--- config.mk ---
export PLATFORM = sky130hd
export DESIGN_NAME = threewire_cmd_sequencer
export DESIGN_NICKNAME = d
export VERILOG_FILES = /design/src/rtl/threewire_pkg.sv /design/src/rtl/threewire_cmd_fifo.sv /design/src/rtl/threewire_cmd_sequencer.sv
export SDC_FILE = /design/constraint.sdc
export NUM_CORES = 1
export LEC_CHECK = 0
export CAP_MARGIN = 20
export CORE_ASPECT_RATIO = 1.5
export CORE_MARGIN = 4
export CORE_UTILIZATION = 53
export DETAILED_ROUTE_END_ITERATION = 8
export PLACE_DENSITY = 0.79
export SYNTH_ARGS = -nofsm -noshare
export SYNTH_HDL_FRONTEND = slang
export SYNTH_SLANG_ARGS = --single-unit
--- constraint.sdc ---
create_clock -name in_clk -period 3.6 [get_ports in_clk]
set_clock_uncertainty 0.2 [all_clocks]
set_input_delay 0.36 -clock in_clk [delete_from_list [all_inputs] [get_ports in_clk]]
set_output_delay 0.36 -clock in_clk [all_outputs]
set_load 0.03 [all_outputs]
--- src/rtl/threewire_pkg.sv ---
// threewire_pkg
// Shared definitions for the 3-wire command sequencer: FSM state encoding,
// the window in which the master must acknowledge a start pulse, and the
// width helpers used to size the command FIFO entry and the cycle counter.
package threewire_pkg;

   typedef enum logic [2:0] {
      ST_IDLE      = 3'd0,
      ST_ISSUE     = 3'd1,
      ST_WAIT_BUSY = 3'd2,
      ST_WAIT_DONE = 3'd3,
      ST_RESP      = 3'd4
   } tws_state_e;

   // Cycles after ISSUE within which in_tw_in_progress must rise.
   localparam int unsigned TWS_BUSY_WINDOW = 4;

   // One FIFO entry holds {wr, addr, wr_data}.
   function automatic int unsigned tws_entry_width(input int unsigned addr_bits,
                                                   input int unsigned data_bits);
      return 1 + addr_bits + data_bits;
   endfunction

   function automatic int unsigned tws_max(input int unsigned a, input int unsigned b);
      return (a > b) ? a : b;
   endfunction

endpackage

--- src/rtl/threewire_cmd_fifo.sv ---
// threewire_cmd_fifo
// First-word-fall-through FIFO: the head entry is visible on out_data
// whenever out_empty is low. Pointers carry one extra wrap bit so full and
// empty are distinguished without a separate occupancy counter.
// Ports:
//   in_clk, in_rst_n   clock, asynchronous active-low reset
//   in_push, in_data   write an entry (ignored when full)
//   in_pop             drop the head entry (ignored when empty)
//   out_data           current head entry
//   out_full/out_empty occupancy flags, registered-pointer based
module threewire_cmd_fifo #(
   parameter int unsigned WIDTH = 8,
   parameter int unsigned DEPTH = 4
) (
   input  logic             in_clk,
   input  logic             in_rst_n,
   input  logic             in_push,
   input  logic [WIDTH-1:0] in_data,
   input  logic             in_pop,
   output logic [WIDTH-1:0] out_data,
   output logic             out_full,
   output logic             out_empty
);

   localparam int unsigned PTR_W = $clog2(DEPTH);

   logic [WIDTH-1:0] mem_q [DEPTH];
   logic [PTR_W:0]   wr_ptr_q, wr_ptr_d;
   logic [PTR_W:0]   rd_ptr_q, rd_ptr_d;
   logic             do_push;
   logic             do_pop;

   assign out_empty = (wr_ptr_q == rd_ptr_q);
   assign out_full  = (wr_ptr_q[PTR_W] != rd_ptr_q[PTR_W]) &&
                      (wr_ptr_q[PTR_W-1:0] == rd_ptr_q[PTR_W-1:0]);
   assign out_data  = mem_q[rd_ptr_q[PTR_W-1:0]];

   assign do_push = in_push && !out_full;
   assign do_pop  = in_pop && !out_empty;

   always_comb begin
      wr_ptr_d = wr_ptr_q;
      rd_ptr_d = rd_ptr_q;
      if (do_push) wr_ptr_d = wr_ptr_q + 1'b1;
      if (do_pop)  rd_ptr_d = rd_ptr_q + 1'b1;
   end

   always_ff @(posedge in_clk or negedge in_rst_n) begin
      if (!in_rst_n) begin
         wr_ptr_q <= '0;
         rd_ptr_q <= '0;
      end else begin
         wr_ptr_q <= wr_ptr_d;
         rd_ptr_q <= rd_ptr_d;
      end
   end

   // Storage needs no reset: an entry is only observed after it is written.
   always_ff @(posedge in_clk) begin
      if (do_push) mem_q[wr_ptr_q[PTR_W-1:0]] <= in_data;
   end

endmodule

--- src/rtl/threewire_cmd_sequencer.sv ---
// threewire_cmd_sequencer
// Queues read/write commands and plays them one at a time into a 3-wire
// master, then returns one response per command in order.
// Handshakes: a transfer happens on a clock edge where valid and ready are
// both high; a producer holds its payload stable while valid is high and
// ready is low. Commands: in_cmd_valid/out_cmd_ready. Responses:
// out_rsp_valid/in_rsp_ready.
// Ports:
//   in_clk, in_rst_n                      clock, asynchronous active-low reset
//   in_cmd_*/out_cmd_ready                command input (wr, addr, wr_data)
//   out_rsp_*/in_rsp_ready                response output (wr, rd_data, err)
//   out_busy                              queued, active or unacknowledged work
//   out_tw_*                              start pulse and fields to the master
//   in_tw_rd_data, in_tw_in_progress      status from the master
module threewire_cmd_sequencer
   import threewire_pkg::*;
#(
   parameter int unsigned TWS_ADDRESS_BITS   = 10,
   parameter int unsigned TWS_DATA_BITS      = 32,
   parameter int unsigned TWS_FIFO_DEPTH     = 4,
   parameter int unsigned TWS_TIMEOUT_CYCLES = 4096
) (
   input  logic                        in_clk,
   input  logic                        in_rst_n,
   input  logic                        in_cmd_valid,
   output logic                        out_cmd_ready,
   input  logic                        in_cmd_wr,
   input  logic [TWS_ADDRESS_BITS-1:0] in_cmd_addr,
   input  logic [TWS_DATA_BITS-1:0]    in_cmd_wr_data,
   output logic                        out_rsp_valid,
   input  logic                        in_rsp_ready,
   output logic                        out_rsp_wr,
   output logic [TWS_DATA_BITS-1:0]    out_rsp_rd_data,
   output logic                        out_rsp_err,
   output logic                        out_busy,
   output logic                        out_tw_start,
   output logic                        out_tw_mode_wr,
   output logic [TWS_ADDRESS_BITS-1:0] out_tw_addr,
   output logic [TWS_DATA_BITS-1:0]    out_tw_wr_data,
   input  logic [TWS_DATA_BITS-1:0]    in_tw_rd_data,
   input  logic                        in_tw_in_progress
);

   localparam int unsigned ENTRY_W = tws_entry_width(TWS_ADDRESS_BITS, TWS_DATA_BITS);
   localparam int unsigned CNT_W   = tws_max($clog2(TWS_TIMEOUT_CYCLES),
                                             $clog2(TWS_BUSY_WINDOW));

   tws_state_e                  state_q, state_d;
   logic [CNT_W-1:0]            cnt_q, cnt_d;
   logic                        ready_en_q;
   logic                        mode_wr_q, mode_wr_d;
   logic [TWS_ADDRESS_BITS-1:0] addr_q, addr_d;
   logic [TWS_DATA_BITS-1:0]    wr_data_q, wr_data_d;
   logic [TWS_DATA_BITS-1:0]    rsp_rd_data_q, rsp_rd_data_d;
   logic                        rsp_err_q, rsp_err_d;

   logic [ENTRY_W-1:0]          fifo_in;
   logic [ENTRY_W-1:0]          fifo_head;
   logic                        fifo_full;
   logic                        fifo_empty;
   logic                        fifo_pop;
   logic                        timeout_hit;
   logic                        window_hit;

   // ready_en_q keeps out_cmd_ready low during reset and releases it on the
   // first clock after deassertion; it never looks at the pop.
   assign out_cmd_ready = ready_en_q && !fifo_full;
   assign fifo_in       = {in_cmd_wr, in_cmd_addr, in_cmd_wr_data};

   threewire_cmd_fifo #(
      .WIDTH (ENTRY_W),
      .DEPTH (TWS_FIFO_DEPTH)
   ) u_fifo (
      .in_clk    (in_clk),
      .in_rst_n  (in_rst_n),
      .in_push   (in_cmd_valid && out_cmd_ready),
      .in_data   (fifo_in),
      .in_pop    (fifo_pop),
      .out_data  (fifo_head),
      .out_full  (fifo_full),
      .out_empty (fifo_empty)
   );

   // cnt_q is 0 in ISSUE and counts cycles since then; reaching N-1 means the
   // N-th cycle after ISSUE is the one that enters RESP.
   assign timeout_hit = (cnt_q == CNT_W'(TWS_TIMEOUT_CYCLES - 1));
   assign window_hit  = (cnt_q == CNT_W'(TWS_BUSY_WINDOW - 1));

   always_comb begin
      state_d       = state_q;
      cnt_d         = cnt_q;
      mode_wr_d     = mode_wr_q;
      addr_d        = addr_q;
      wr_data_d     = wr_data_q;
      rsp_rd_data_d = rsp_rd_data_q;
      rsp_err_d     = rsp_err_q;
      fifo_pop      = 1'b0;
      unique case (state_q)
         ST_IDLE: begin
            if (!fifo_empty && !in_tw_in_progress) begin
               fifo_pop  = 1'b1;
               mode_wr_d = fifo_head[ENTRY_W-1];
               addr_d    = fifo_head[TWS_DATA_BITS +: TWS_ADDRESS_BITS];
               wr_data_d = fifo_head[TWS_DATA_BITS-1:0];
               cnt_d     = '0;
               state_d   = ST_ISSUE;
            end
         end
         ST_ISSUE: begin
            cnt_d   = cnt_q + CNT_W'(1);
            state_d = ST_WAIT_BUSY;
         end
         ST_WAIT_BUSY: begin
            cnt_d = cnt_q + CNT_W'(1);
            if (timeout_hit || (!in_tw_in_progress && window_hit)) begin
               rsp_err_d     = 1'b1;
               rsp_rd_data_d = '0;
               state_d       = ST_RESP;
            end else if (in_tw_in_progress) begin
               state_d = ST_WAIT_DONE;
            end
         end
         ST_WAIT_DONE: begin
            cnt_d = cnt_q + CNT_W'(1);
            if (!in_tw_in_progress) begin
               rsp_err_d     = 1'b0;
               rsp_rd_data_d = mode_wr_q ? '0 : in_tw_rd_data;
               state_d       = ST_RESP;
            end else if (timeout_hit) begin
               rsp_err_d     = 1'b1;
               rsp_rd_data_d = '0;
               state_d       = ST_RESP;
            end
         end
         ST_RESP: begin
            if (in_rsp_ready) state_d = ST_IDLE;
         end
         default: state_d = ST_IDLE;
      endcase
   end

   always_ff @(posedge in_clk or negedge in_rst_n) begin
      if (!in_rst_n) begin
         state_q       <= ST_IDLE;
         cnt_q         <= '0;
         ready_en_q    <= 1'b0;
         mode_wr_q     <= 1'b0;
         addr_q        <= '0;
         wr_data_q     <= '0;
         rsp_rd_data_q <= '0;
         rsp_err_q     <= 1'b0;
      end else begin
         state_q       <= state_d;
         cnt_q         <= cnt_d;
         ready_en_q    <= 1'b1;
         mode_wr_q     <= mode_wr_d;
         addr_q        <= addr_d;
         wr_data_q     <= wr_data_d;
         rsp_rd_data_q <= rsp_rd_data_d;
         rsp_err_q     <= rsp_err_d;
      end
   end

   assign out_tw_start    = (state_q == ST_ISSUE);
   assign out_tw_mode_wr  = mode_wr_q;
   assign out_tw_addr     = addr_q;
   assign out_tw_wr_data  = wr_data_q;
   assign out_rsp_valid   = (state_q == ST_RESP);
   assign out_rsp_wr      = mode_wr_q;
   assign out_rsp_rd_data = rsp_rd_data_q;
   assign out_rsp_err     = rsp_err_q;
   assign out_busy        = !fifo_empty || (state_q != ST_IDLE);

endmodule

==> results of run 1 <==
## how the worst min path moves through the flow
stage	cells after the start	to	start
after floorplan	0	cnt_q[0]	in_rst_n
after global placement	1	cnt_q[9]	in_rst_n
after detailed placement	1	cnt_q[9]	in_rst_n
after CTS	2	cnt_q[10]	in_rst_n
after global routing	2	state_q[2]	in_rsp_ready
final	2	cnt_q[7]	in_rst_n
## state kept, by name, summed over array words and instances, names as in the netlist
signal and flops:
cnt_q 12, out_tw_wr_data 32, out_rsp_wr 1, u_fifo.wr_ptr_q 3, ready_en_q 1, u_fifo.mem_q 172, out_rsp_err 1, u_fifo.rd_ptr_q 3
out_tw_addr 10, state_q 3, out_rsp_rd_data 32
## layout make-up
type                       instances  area (sq um)  share of cell area
inverter                           5          18.8             0.00145
multi-input combinational        220          2440               0.189
antenna                            1          2.50            0.000194
clock buffer                      29           651              0.0503
sequential                       270          7620               0.590
tap                              252           315              0.0244
clock inverter                    15           140              0.0108
timing repair buffer             176          1730               0.134
## synthesized netlist by cell type, drive strengths merged
library cell,number
xor2,4
a31o,1
and2,5
or4b,1
mux2,44
nor2b,2
nor4b,1
nor4,3
a31oi,8
o21ai,8
o21ba,1
dfrtp,98
nand2,16
or4,1
nand2b,2
mux4,43
a21oi,2
o31ai,1
and4,1
nor2,7
nor3,4
a22o,33
nor3b,1
inv,5
nand4,4
edfxtp,172
conb,1
clkbuf,5
a211o,1
nand3b,3
buf,18
nand3,3
and3,3
xnor2,5
o21a,1
ha,6
o21bai,2
mux2i,2
## critical path, cell delays in order (launching register included)
cell and delay, ns:
sky130_fd_sc_hd__dfrtp_4 0.47, sky130_fd_sc_hd__xnor2_1 0.40, sky130_fd_sc_hd__nand4_1 0.16, sky130_fd_sc_hd__clkdlybuf4s50_1 0.65
## stage by stage
step / instance area (sq um) / total power, mW / hold slack [ns] / std cells
final: 12900 / 10.9 / 0.209 / 968
after global placement: 12100 / 8.31 / 0.201 / 922
after floorplan: 10200 / 6.99 / -0.136 / 518
after global routing: 12900 / 11.4 / 0.231 / 968
after detailed placement: 12100 / 8.46 / 0.219 / 922
after CTS: 12900 / 11.0 / 0.222 / 967
## power by group
group	total [mW]	internal, mW	switching, mW
combinational	3.89	1.83	2.05
clock	2.51	1.44	1.07
sequential	4.46	4.04	0.420
total	10.9	7.31	3.55
## kinds of logic (layout without fill, tap and decap cells)
| kind of cell | Yosys count | count (layout) |
|---|---|---|
| AO/OA/AOI/OAI | 58 | 58 |
| XOR/XNOR | 9 | 9 |
| adder cells (fa/ha/maj) | 6 | 6 |
| buffers and inverters | 28 | 225 |
| flip-flops | 270 | 270 |
| multiplexers | 89 | 89 |
| other | 1 | 2 |
| AND/OR/NAND/NOR | 57 | 57 |
## per-layer routing
layer | share of wire | vias to the layer above | routed length (um)
li1 | - | 2415 | -
met3 | 0.059 | 32 | 1190
met1 | 0.36 | 2858 | 7420
met2 | 0.55 | 189 | 11200
met4 | 0.024 | 0 | 484
met5 | 0 | - | 0
==> results_tabular.tex, run 1 <==
\begin{tabular}{lr}
\hline
Metric & Value \\
\hline
\multicolumn{2}{l}{\textbf{CTS}} \\
\quad Max Root-Sink Buffers & 3 \\
\quad Number of levels in the clock H-tree & 1 \\
\quad Number of setup buffers added after CTS & 0 \\
\quad Post-cts hold buffer count & 1 \\
\quad Clock sink total & 270 \\
\quad Clock root buffer master & sky130\_fd\_sc\_hd\_\_clkbuf\_16 \\
\quad Cts bufs inserted & 24 \\
\quad Post\_cts resized & 0 \\
\quad TritonCTS clock tree & built \\
\quad Clock-pin slew on the worst setup and hold paths & 0.06 ns \\
\quad Later-pin clock latency in the skew report & 0.51 ns \\
\multicolumn{2}{l}{\textbf{GRT}} \\
\quad Grt met2 use & 0.362 \\
\quad Met3 layer usage reported by global route & 0.0332 \\
\quad Fraction of met1 tracks used by global routing & 0.224 \\
\quad Vias in the first global route & 6028 \\
\quad Number of antenna violations at the first check in global routing & 1 \\
\quad First-pass GRT wire length & 32700 um \\
\quad Pin count of the biggest net entering global routing & 55 \\
\quad Global route total overflow & 0 \\
\quad Overall fraction of global-route tracks in use & 0.193 \\
\quad Most heavily used metal layer in global routing & met2 \\
\multicolumn{2}{l}{\textbf{Yosys}} \\
\quad Xor/xnor share of the synthesized area & 0.00773 \\
\quad Combinational family with the most area after synthesis & multiplexers \\
\quad Post-synthesis instance total & 518 \\
\quad Post-synth design cell area & 0.0102 sq mm \\
\quad Compound-cell area share of the yosys netlist & 0.0457 \\
\quad Dominant cells by area after synthesis & sky130\_fd\_sc\_hd\_\_edfxtp\_1, sky130\_fd\_sc\_hd\_\_dfrtp\_1, sky130\_fd\_sc\_hd\_\_mux4\_2 \\
\quad Largest area contributor in the synthesized netlist & sky130\_fd\_sc\_hd\_\_edfxtp\_1 \\
\quad Count of unique library cells instantiated by Yosys & 43 \\
\quad Portion of synthesized cell area occupied by the leading cell type & 0.506 \\
\quad Number of storage elements in the synthesis netlist & 270 \\
\quad Fraction of the yosys area taken by sequential cells & 0.747 \\
\quad Mean post-synth cell area & 19.7 sq um \\
\quad Simple-gate share of the synthesized area & 0.0309 \\
\quad Multiplexer share of the synthesized area & 0.145 \\
\quad Ys Warns & 0 \\
\quad Post-synthesis adder-cell area fraction & 0.00736 \\
\quad Post-Syn Nets & 604 \\
\multicolumn{2}{l}{\textbf{STA}} \\
\quad Final critical-path share of the clock period & 0.762 \\
\quad Unrepaired setup endpoints after global routing & no \\
\quad Post-route worst setup slack & 0.855 ns \\
\quad Setup violations, final & 0 \\
\quad Setup TNS after final layout & 0 ns \\
\quad Max-Slew Margin vs Limit & 0.393 \\
\quad Final number of hold-violating endpoints & 0 \\
\quad Time the final worst path needs with I/O delays and setup & 2.74 ns \\
\quad Fmax & 0.364 GHz \\
\quad Slew Viols, Final & 0 \\
\quad Measured slew at the worst slew-check pin & 0.910 ns \\
\multicolumn{2}{l}{\textbf{Placement}} \\
\quad Post-place setup slack & 0.988 ns \\
\quad Detailed placer's ending HPWL & 13000 um \\
\quad PortBufs & 160 \\
\quad Last weighted congestion value of the routability-driven placer & 0.759 \\
\multicolumn{2}{l}{\textbf{Setup path}} \\
\quad Critical path origin & u\_fifo.rd\_ptr\_q[0] \\
\quad Reg2reg start & u\_fifo.rd\_ptr\_q[0] \\
\quad Setup crit start kind & register \\
\quad Max FO, Critical Path & 4 \\
\quad Type of destination of the critical path & primary output \\
\quad Minimum setup slack among reg-to-reg paths & 1.23 ns \\
\quad Last element of the critical path & out\_busy \\
\quad Critical path type & reg2out \\
\quad Required time of the critical path & 3.04 ns \\
\quad Data arrival time at the worst-slack endpoint & 2.18 ns \\
\quad Depth of the most critical reg-to-reg path & 4 \\
\quad Reg-to-reg endpoint & u\_fifo.mem\_q[3][39] \\
\multicolumn{2}{l}{\textbf{Drt}} \\
\quad Number of vias per cell & 5.68 \\
\quad Post-detailed-route count of antenna-violating nets & 0 \\
\quad Total wire length & 20300 um \\
\quad Total number of vias & 5494 \\
\quad First-iteration detailed-routing DRC count & 206 \\
\quad Routed length per instance & 21.0 um \\
\quad DR pass1 iterations & 4 \\
\quad DRC & 0 \\
\multicolumn{2}{l}{\textbf{Floorplanning}} \\
\quad DIE HEIGHT & 178 um \\
\quad Core area & 0.0187 sq mm \\
\quad Chip Width & 121 um \\
\quad \# IOs & 161 \\
\quad Die area & 0.0216 sq mm \\
\quad Starting utilization of the core area & 0.546 \\
\quad Number of standard-cell rows in the floorplan & 61 \\
\multicolumn{2}{l}{\textbf{Worst hold path}} \\
\quad Type of the worst min-delay path & in2async \\
\multicolumn{2}{l}{\textbf{Cells and area}} \\
\quad Final Util & 0.691 \\
\quad Number of nets in the layout & 783 \\
\quad Most frequent cells in the layout & sky130\_fd\_sc\_hd\_\_edfxtp\_1, sky130\_fd\_sc\_hd\_\_clkdlybuf4s50\_1, sky130\_fd\_sc\_hd\_\_dfrtp\_1 \\
\quad Most common library cell in the layout ignoring fill and taps & sky130\_fd\_sc\_hd\_\_edfxtp\_1 \\
\quad Fraction of layout instances using a drive strength above 1 & 0.215 \\
\quad Filler Cells Inserted & 1206 \\
\quad Area growth, synth to finish & 26.7\% \\
\multicolumn{2}{l}{\textbf{Pwr}} \\
\quad Leakage power & 4.71 nW \\
\quad Power Density & 840 mW/mm\^{}2 \\
\quad Worst IR Drop VDD & 0.458 mV \\
\multicolumn{2}{l}{\textbf{Flow run}} \\
\quad Reported max-cap violation count & 0 \\
\multicolumn{2}{l}{\textbf{Outcome}} \\
\quad Outcome & completed \\
\hline
\end{tabular}
Power figures use the tool's default switching activity.
==> run 2: changes to the inputs <==
--- a/config.mk
+++ b/config.mk
@@ -8,9 +8,9 @@
 export CAP_MARGIN = 20
 export CORE_ASPECT_RATIO = 1.5
 export CORE_MARGIN = 4
-export CORE_UTILIZATION = 53
+export CORE_UTILIZATION = 48
 export DETAILED_ROUTE_END_ITERATION = 8
-export PLACE_DENSITY = 0.79
+export PLACE_DENSITY = 0.75
 export SYNTH_ARGS = -nofsm -noshare
 export SYNTH_HDL_FRONTEND = slang
 export SYNTH_SLANG_ARGS = --single-unit
==> constraint.sdc (replaced) <==
create_clock -name in_clk -period 2.3 [get_ports in_clk]
set_clock_uncertainty 0.2 [all_clocks]
set_input_delay 0.23 -clock in_clk [delete_from_list [all_inputs] [get_ports in_clk]]
set_output_delay 0.23 -clock in_clk [all_outputs]
set_load 0.03 [all_outputs]
==> results_tabular.tex, run 2 (same netlist as run 1, synthesis figures left out) <==
\begin{tabular}{lr}
\hline
Metric & Value \\
\hline
\multicolumn{2}{l}{\textbf{Cells and area}} \\
\quad Fraction of layout instances using a drive strength above 1 & 0.227 \\
\quad Final Util & 0.626 \\
\quad Finished layout cell area & 0.0131 sq mm \\
\quad Ant. Diodes & 0 \\
\quad Max FFs per register & 172 \\
\quad Number of nets in the layout & 794 \\
\quad Most frequent cells in the layout & sky130\_fd\_sc\_hd\_\_edfxtp\_1, sky130\_fd\_sc\_hd\_\_clkdlybuf4s50\_1, sky130\_fd\_sc\_hd\_\_dfrtp\_1 \\
\quad Area growth, synth to finish & 28.8\% \\
\quad Most common library cell in the layout ignoring fill and taps & sky130\_fd\_sc\_hd\_\_edfxtp\_1 \\
\multicolumn{2}{l}{\textbf{Setup path}} \\
\quad Type of destination of the critical path & register \\
\quad Minimum setup slack among reg-to-reg paths & 0.09 ns \\
\quad Critical path type & reg2reg \\
\quad Critical path origin & state\_q[0] \\
\quad Last element of the critical path & cnt\_q[5] \\
\quad Max FO, Critical Path & 38 \\
\quad Reg-to-reg endpoint & cnt\_q[5] \\
\quad Required time of the critical path & 2.49 ns \\
\quad Worst Path Buf+Inv & 1 \\
\quad Setup crit start kind & register \\
\quad Reg2reg start & state\_q[0] \\
\quad Critical Path Slowest Stage Cell & sky130\_fd\_sc\_hd\_\_or4\_4 \\
\quad Data arrival time at the worst-slack endpoint & 2.41 ns \\
\quad Cells along the critical path & or4\_4, a31oi\_4, buf\_12, nor2\_1, a211o\_1 \\
\quad CP Depth & 5 \\
\quad Depth of the most critical reg-to-reg path & 5 \\
\quad Longest individual stage delay on the worst path & 0.58 ns \\
\quad Top cell family by delay on the critical path & simple AND/OR/NAND/NOR gates \\
\multicolumn{2}{l}{\textbf{STA}} \\
\quad Setup violations, final & 0 \\
\quad Fmax & 0.451 GHz \\
\quad Max-Slew Margin vs Limit & 0.536 \\
\quad Unrepaired setup endpoints after global routing & no \\
\quad Slew Viols, Final & 0 \\
\quad Measured slew at the worst slew-check pin & 0.695 ns \\
\quad Final critical-path share of the clock period & 0.963 \\
\quad Time the final worst path needs with I/O delays and setup & 2.21 ns \\
\quad Final number of hold-violating endpoints & 0 \\
\multicolumn{2}{l}{\textbf{Floorplanning}} \\
\quad Die area & 0.0237 sq mm \\
\quad DIE HEIGHT & 187 um \\
\quad Number of standard-cell rows in the floorplan & 65 \\
\quad Core area & 0.0210 sq mm \\
\quad \# IOs & 161 \\
\quad Starting utilization of the core area & 0.486 \\
\quad Chip Width & 127 um \\
\multicolumn{2}{l}{\textbf{Pwr}} \\
\quad Net switching fraction of the power & 0.323 \\
\quad Switching pwr & 5.63 mW \\
\quad Logic pwr share & 0.364 \\
\quad Portion of total power attributed to sequential cells & 0.401 \\
\quad Cell-internal power & 11.8 mW \\
\quad Part of the power in the clock network & 0.236 \\
\quad Power Density & 1320 mW/mm\^{}2 \\
\quad Power, Total & 17.4 mW \\
\quad Worst IR Drop VDD & 0.986 mV \\
\quad Leakage power & 4.83 nW \\
\multicolumn{2}{l}{\textbf{Drt}} \\
\quad DR pass1 iterations & 4 \\
\quad Total number of vias & 5467 \\
\quad First-iteration detailed-routing DRC count & 369 \\
\quad Post-detailed-route count of antenna-violating nets & 0 \\
\quad DRC & 0 \\
\quad Routed length per instance & 21.0 um \\
\quad Total wire length & 20800 um \\
\quad Number of vias per cell & 5.50 \\
\multicolumn{2}{l}{\textbf{GRT}} \\
\quad Global route total overflow & 0 \\
\quad Vias in the first global route & 6061 \\
\quad First-pass GRT wire length & 33500 um \\
\quad Number of antenna violations at the first check in global routing & 0 \\
\quad Overall fraction of global-route tracks in use & 0.178 \\
\quad Pin count of the biggest net entering global routing & 47 \\
\multicolumn{2}{l}{\textbf{Placement}} \\
\quad Detailed placer's ending HPWL & 13400 um \\
\quad Cell area after placement & 0.0123 sq mm \\
\quad Last weighted congestion value of the routability-driven placer & 0.835 \\
\quad PortBufs & 160 \\
\multicolumn{2}{l}{\textbf{CTS}} \\
\quad Number of levels in the clock H-tree & 1 \\
\quad Max Root-Sink Buffers & 3 \\
\quad Clock sink total & 270 \\
\quad TritonCTS clock tree & built \\
\quad Clock root buffer master & sky130\_fd\_sc\_hd\_\_clkbuf\_16 \\
\quad Later-pin clock latency in the skew report & 0.51 ns \\
\quad Clock-pin slew on the worst setup and hold paths & 0.06 ns \\
\quad Cts bufs inserted & 25 \\
\multicolumn{2}{l}{\textbf{Flow run}} \\
\quad Reported max-cap violation count & 0 \\
\multicolumn{2}{l}{\textbf{Worst hold path}} \\
\quad Type of the worst min-delay path & in2reg \\
\multicolumn{2}{l}{\textbf{Outcome}} \\
\quad Outcome & completed \\
\hline
\end{tabular}
## run 2: worst min path at each step
stage                       from            endpoint  slack, ns  cells after the start
floorplan               in_rst_n            cnt_q[0]      -0.27                      0
global route        in_rsp_ready          state_q[2]       0.09                      2
global placement        in_rst_n  out_tw_wr_data[26]       0.11                      1
detailed placement      in_rst_n  out_tw_wr_data[24]       0.12                      1
finish              in_rsp_ready          state_q[2]        0.1                      2
CTS                 in_rsp_ready          state_q[2]       0.08                      2
## run 2: timing repair
action	in CTS	in global routing
cloned	0	0
gates resized for setup	2	3
hold buffers	1	0
hold endpoints to repair	44	0
setup buffers	0	0
setup endpoints to repair	2	1
## run 2: area by class of cell
cell class	count	area, sq um
Fill cell	1454	7840
Clock buffer	33	676
Multi-Input combinational cell	220	2440
Sequential cell	270	7620
Tap cell	268	335
Timing Repair Buffer	186	1910
Clock inverter	12	143
Inverter	5	18.8
## run 2: metrics by stage
step	cells	hold WS (ns)	setup TNS [ns]	worst slack, ns
3_5_place_dp	948	0.117	-1.80	-0.0708
4_1_cts	994	0.0757	0	0.0308
3_3_place_gp	948	0.111	-1.18	-0.0584
2_1_floorplan	518	-0.266	-16.11	-0.106
5_1_grt	994	0.0902	0	0.0352
6_report	994	0.0964	0	0.0850
## run 2: power groups by stage
stage                     registers [mW]  clock network (mW)  logic (mW)
final                               6.97                4.10        6.32
after global routing                7.08                4.45        6.75
after CTS                           6.98                4.21        6.43
after detailed placement            7.05                   0        6.40
after global placement              6.98                   0        6.28
after floorplan                     8.03                   0        2.90
## run 2: routing by layer
metal / routed length, um / vias up / GRT usage
li1: - / 2435 / -
met1: 7850 / 2820 / 0.220
met5: 0 / - / 0
met3: 1070 / 40 / 0.0284
met4: 436 / 0 / 0.0512
met2: 11500 / 172 / 0.323
==> run 3: changes to the inputs <==
--- a/config.mk
+++ b/config.mk
@@ -7,7 +7,6 @@
 export LEC_CHECK = 0
 export CAP_MARGIN = 20
 export CORE_ASPECT_RATIO = 1.5
-export CORE_MARGIN = 4
 export CORE_UTILIZATION = 48
 export DETAILED_ROUTE_END_ITERATION = 8
 export PLACE_DENSITY = 0.75
==> results_tabular.tex, run 3 (same netlist as run 1, synthesis figures left out) <==
\begin{tabular}{lr}
\hline
Metric & Value \\
\hline
\multicolumn{2}{l}{\textbf{GRT}} \\
\quad Global route total overflow & 0 \\
\quad Pin count of the biggest net entering global routing & 46 \\
\quad Overall fraction of global-route tracks in use & 0.188 \\
\quad Number of antenna violations at the first check in global routing & 1 \\
\quad Vias in the first global route & 5874 \\
\quad First-pass GRT wire length & 31600 um \\
\multicolumn{2}{l}{\textbf{Setup path}} \\
\quad Max FO, Critical Path & 6 \\
\quad Reg2reg start & state\_q[0] \\
\quad Critical path type & reg2out \\
\quad Data arrival time at the worst-slack endpoint & 1.79 ns \\
\quad Setup crit start kind & register \\
\quad Required time of the critical path & 1.87 ns \\
\quad Critical path origin & state\_q[1] \\
\quad Type of destination of the critical path & primary output \\
\multicolumn{2}{l}{\textbf{Floorplanning}} \\
\quad DIE HEIGHT & 181 um \\
\quad Core area & 0.0209 sq mm \\
\quad Chip Width & 121 um \\
\quad Number of standard-cell rows in the floorplan & 65 \\
\quad \# IOs & 161 \\
\quad Die area & 0.0219 sq mm \\
\quad Starting utilization of the core area & 0.488 \\
\multicolumn{2}{l}{\textbf{CTS}} \\
\quad Number of levels in the clock H-tree & 1 \\
\quad Cts bufs inserted & 26 \\
\quad Clock root buffer master & sky130\_fd\_sc\_hd\_\_clkbuf\_16 \\
\quad Number of setup buffers added after CTS & 0 \\
\quad Max Root-Sink Buffers & 3 \\
\quad Clock sink total & 270 \\
\quad TritonCTS clock tree & built \\
\quad Later-pin clock latency in the skew report & 0.53 ns \\
\quad Clock-pin slew on the worst setup and hold paths & 0.06 ns \\
\multicolumn{2}{l}{\textbf{Drt}} \\
\quad Total wire length & 20100 um \\
\quad Total number of vias & 5401 \\
\quad First-iteration detailed-routing DRC count & 271 \\
\quad Post-detailed-route count of antenna-violating nets & 0 \\
\quad Number of vias per cell & 5.42 \\
\quad Routed length per instance & 20.1 um \\
\quad DRC & 0 \\
\quad DR pass1 iterations & 4 \\
\multicolumn{2}{l}{\textbf{Pwr}} \\
\quad Net switching fraction of the power & 0.323 \\
\quad Logic pwr share & 0.359 \\
\quad Worst IR Drop VDD & 0.754 mV \\
\quad Portion of total power attributed to sequential cells & 0.395 \\
\quad Power Density & 1330 mW/mm\^{}2 \\
\quad Cell-internal power & 12.0 mW \\
\quad Switching pwr & 5.69 mW \\
\quad Power, Total & 17.7 mW \\
\quad Leakage power & 4.85 nW \\
\quad Part of the power in the clock network & 0.246 \\
\multicolumn{2}{l}{\textbf{Cells and area}} \\
\quad Area growth, synth to finish & 30.0\% \\
\quad Final cell count without fillers & 997 \\
\quad Most frequent cells in the layout & sky130\_fd\_sc\_hd\_\_edfxtp\_1, sky130\_fd\_sc\_hd\_\_clkdlybuf4s50\_1, sky130\_fd\_sc\_hd\_\_dfrtp\_1 \\
\quad Number of nets in the layout & 794 \\
\quad Fraction of layout instances using a drive strength above 1 & 0.227 \\
\quad Max FFs per register & 172 \\
\quad Most common library cell in the layout ignoring fill and taps & sky130\_fd\_sc\_hd\_\_edfxtp\_1 \\
\multicolumn{2}{l}{\textbf{Flow run}} \\
\quad Reported max-cap violation count & 0 \\
\multicolumn{2}{l}{\textbf{Placement}} \\
\quad PortBufs & 160 \\
\quad Last weighted congestion value of the routability-driven placer & 0.737 \\
\quad Detailed placer's ending HPWL & 12600 um \\
\quad Dpl cells & 947 \\
\multicolumn{2}{l}{\textbf{STA}} \\
\quad Final number of hold-violating endpoints & 0 \\
\quad Setup violations, final & 0 \\
\quad Setup TNS after final layout & 0 ns \\
\quad Time the final worst path needs with I/O delays and setup & 2.22 ns \\
\quad Slew Viols, Final & 0 \\
\quad Final critical-path share of the clock period & 0.966 \\
\quad Max-Slew Margin vs Limit & 0.546 \\
\quad Unrepaired setup endpoints after global routing & no \\
\quad Fmax & 0.450 GHz \\
\quad Measured slew at the worst slew-check pin & 0.682 ns \\
\multicolumn{2}{l}{\textbf{Worst hold path}} \\
\quad Type of the worst min-delay path & in2async \\
\multicolumn{2}{l}{\textbf{Outcome}} \\
\quad Outcome & completed \\
\hline
\end{tabular}
run 3: cell type report:
cell class / instances / area [sq um]
antenna: 1 / 2.50
sequential: 270 / 7620
tap: 268 / 335
timing repair buffer: 185 / 1960
fill: 1393 / 7640
multi-input combinational: 220 / 2440
inverter: 5 / 18.8
clock inverter: 15 / 196
clock buffer: 33 / 687
run 3: worst max-delay path, cell delays in order (launching register included):
cell,delay [ns]
sky130_fd_sc_hd__dfrtp_1,0.38
sky130_fd_sc_hd__buf_4,0.16
sky130_fd_sc_hd__nor3b_1,0.28
sky130_fd_sc_hd__dlygate4sd2_1,0.45
run 3: final timing paths:
check	to	slack (ns)	cells after the start
worst max-delay path	out_tw_start	0.08	3
worst min-delay path	out_tw_wr_data[24]	0.001	2
worst max register to register	out_tw_wr_data[27]	0.11	4
worst min register to register	out_rsp_err	0.29	2
max in group asynchronous	out_tw_addr[8]	1.29	3
min in group in_clk	state_q[2]	0.10	2
run 3: what timing repair did:
item,CTS,global route
hold buffers,1,0
resized for setup,2,0
endpoints found under the hold margin,98,0
setup endpoints to repair,2,0
run 3: routing by layer:
| layer | part of all wire | vias to the layer above | global-route usage |
|---|---|---|---|
| li1 | - | 2435 | - |
| met4 | 0.021 | 0 | 0.0607 |
| met2 | 0.54 | 159 | 0.342 |
| met5 | 0 | - | 0 |
| met1 | 0.39 | 2772 | 0.228 |
| met3 | 0.050 | 35 | 0.0269 |
run 3: per-stage QoR:
stage / hold slack, ns / utilization / setup slack (ns) / instance area, sq um
floorplan: -0.266 / - / -0.106 / 10200
global placement: 0.0128 / 0.592 / -0.0397 / 12400
detailed placement: 0.0195 / 0.592 / -0.0571 / 12400
CTS: 0.00810 / 0.634 / 0.0681 / 13300
global route: 0.0454 / 0.634 / 0.0159 / 13300
finish: 0.00130 / 0.634 / 0.0775 / 13300
run 3: power by group through the flow:
stage,Sequential (mW),Combinational [mW],Clock (mW)
2_1_floorplan,8.03,2.90,0
3_3_place_gp,6.99,6.25,0
3_5_place_dp,7.06,6.41,0
4_1_cts,6.98,6.44,4.43
5_1_grt,7.09,6.76,4.62
6_report,6.97,6.35,4.34
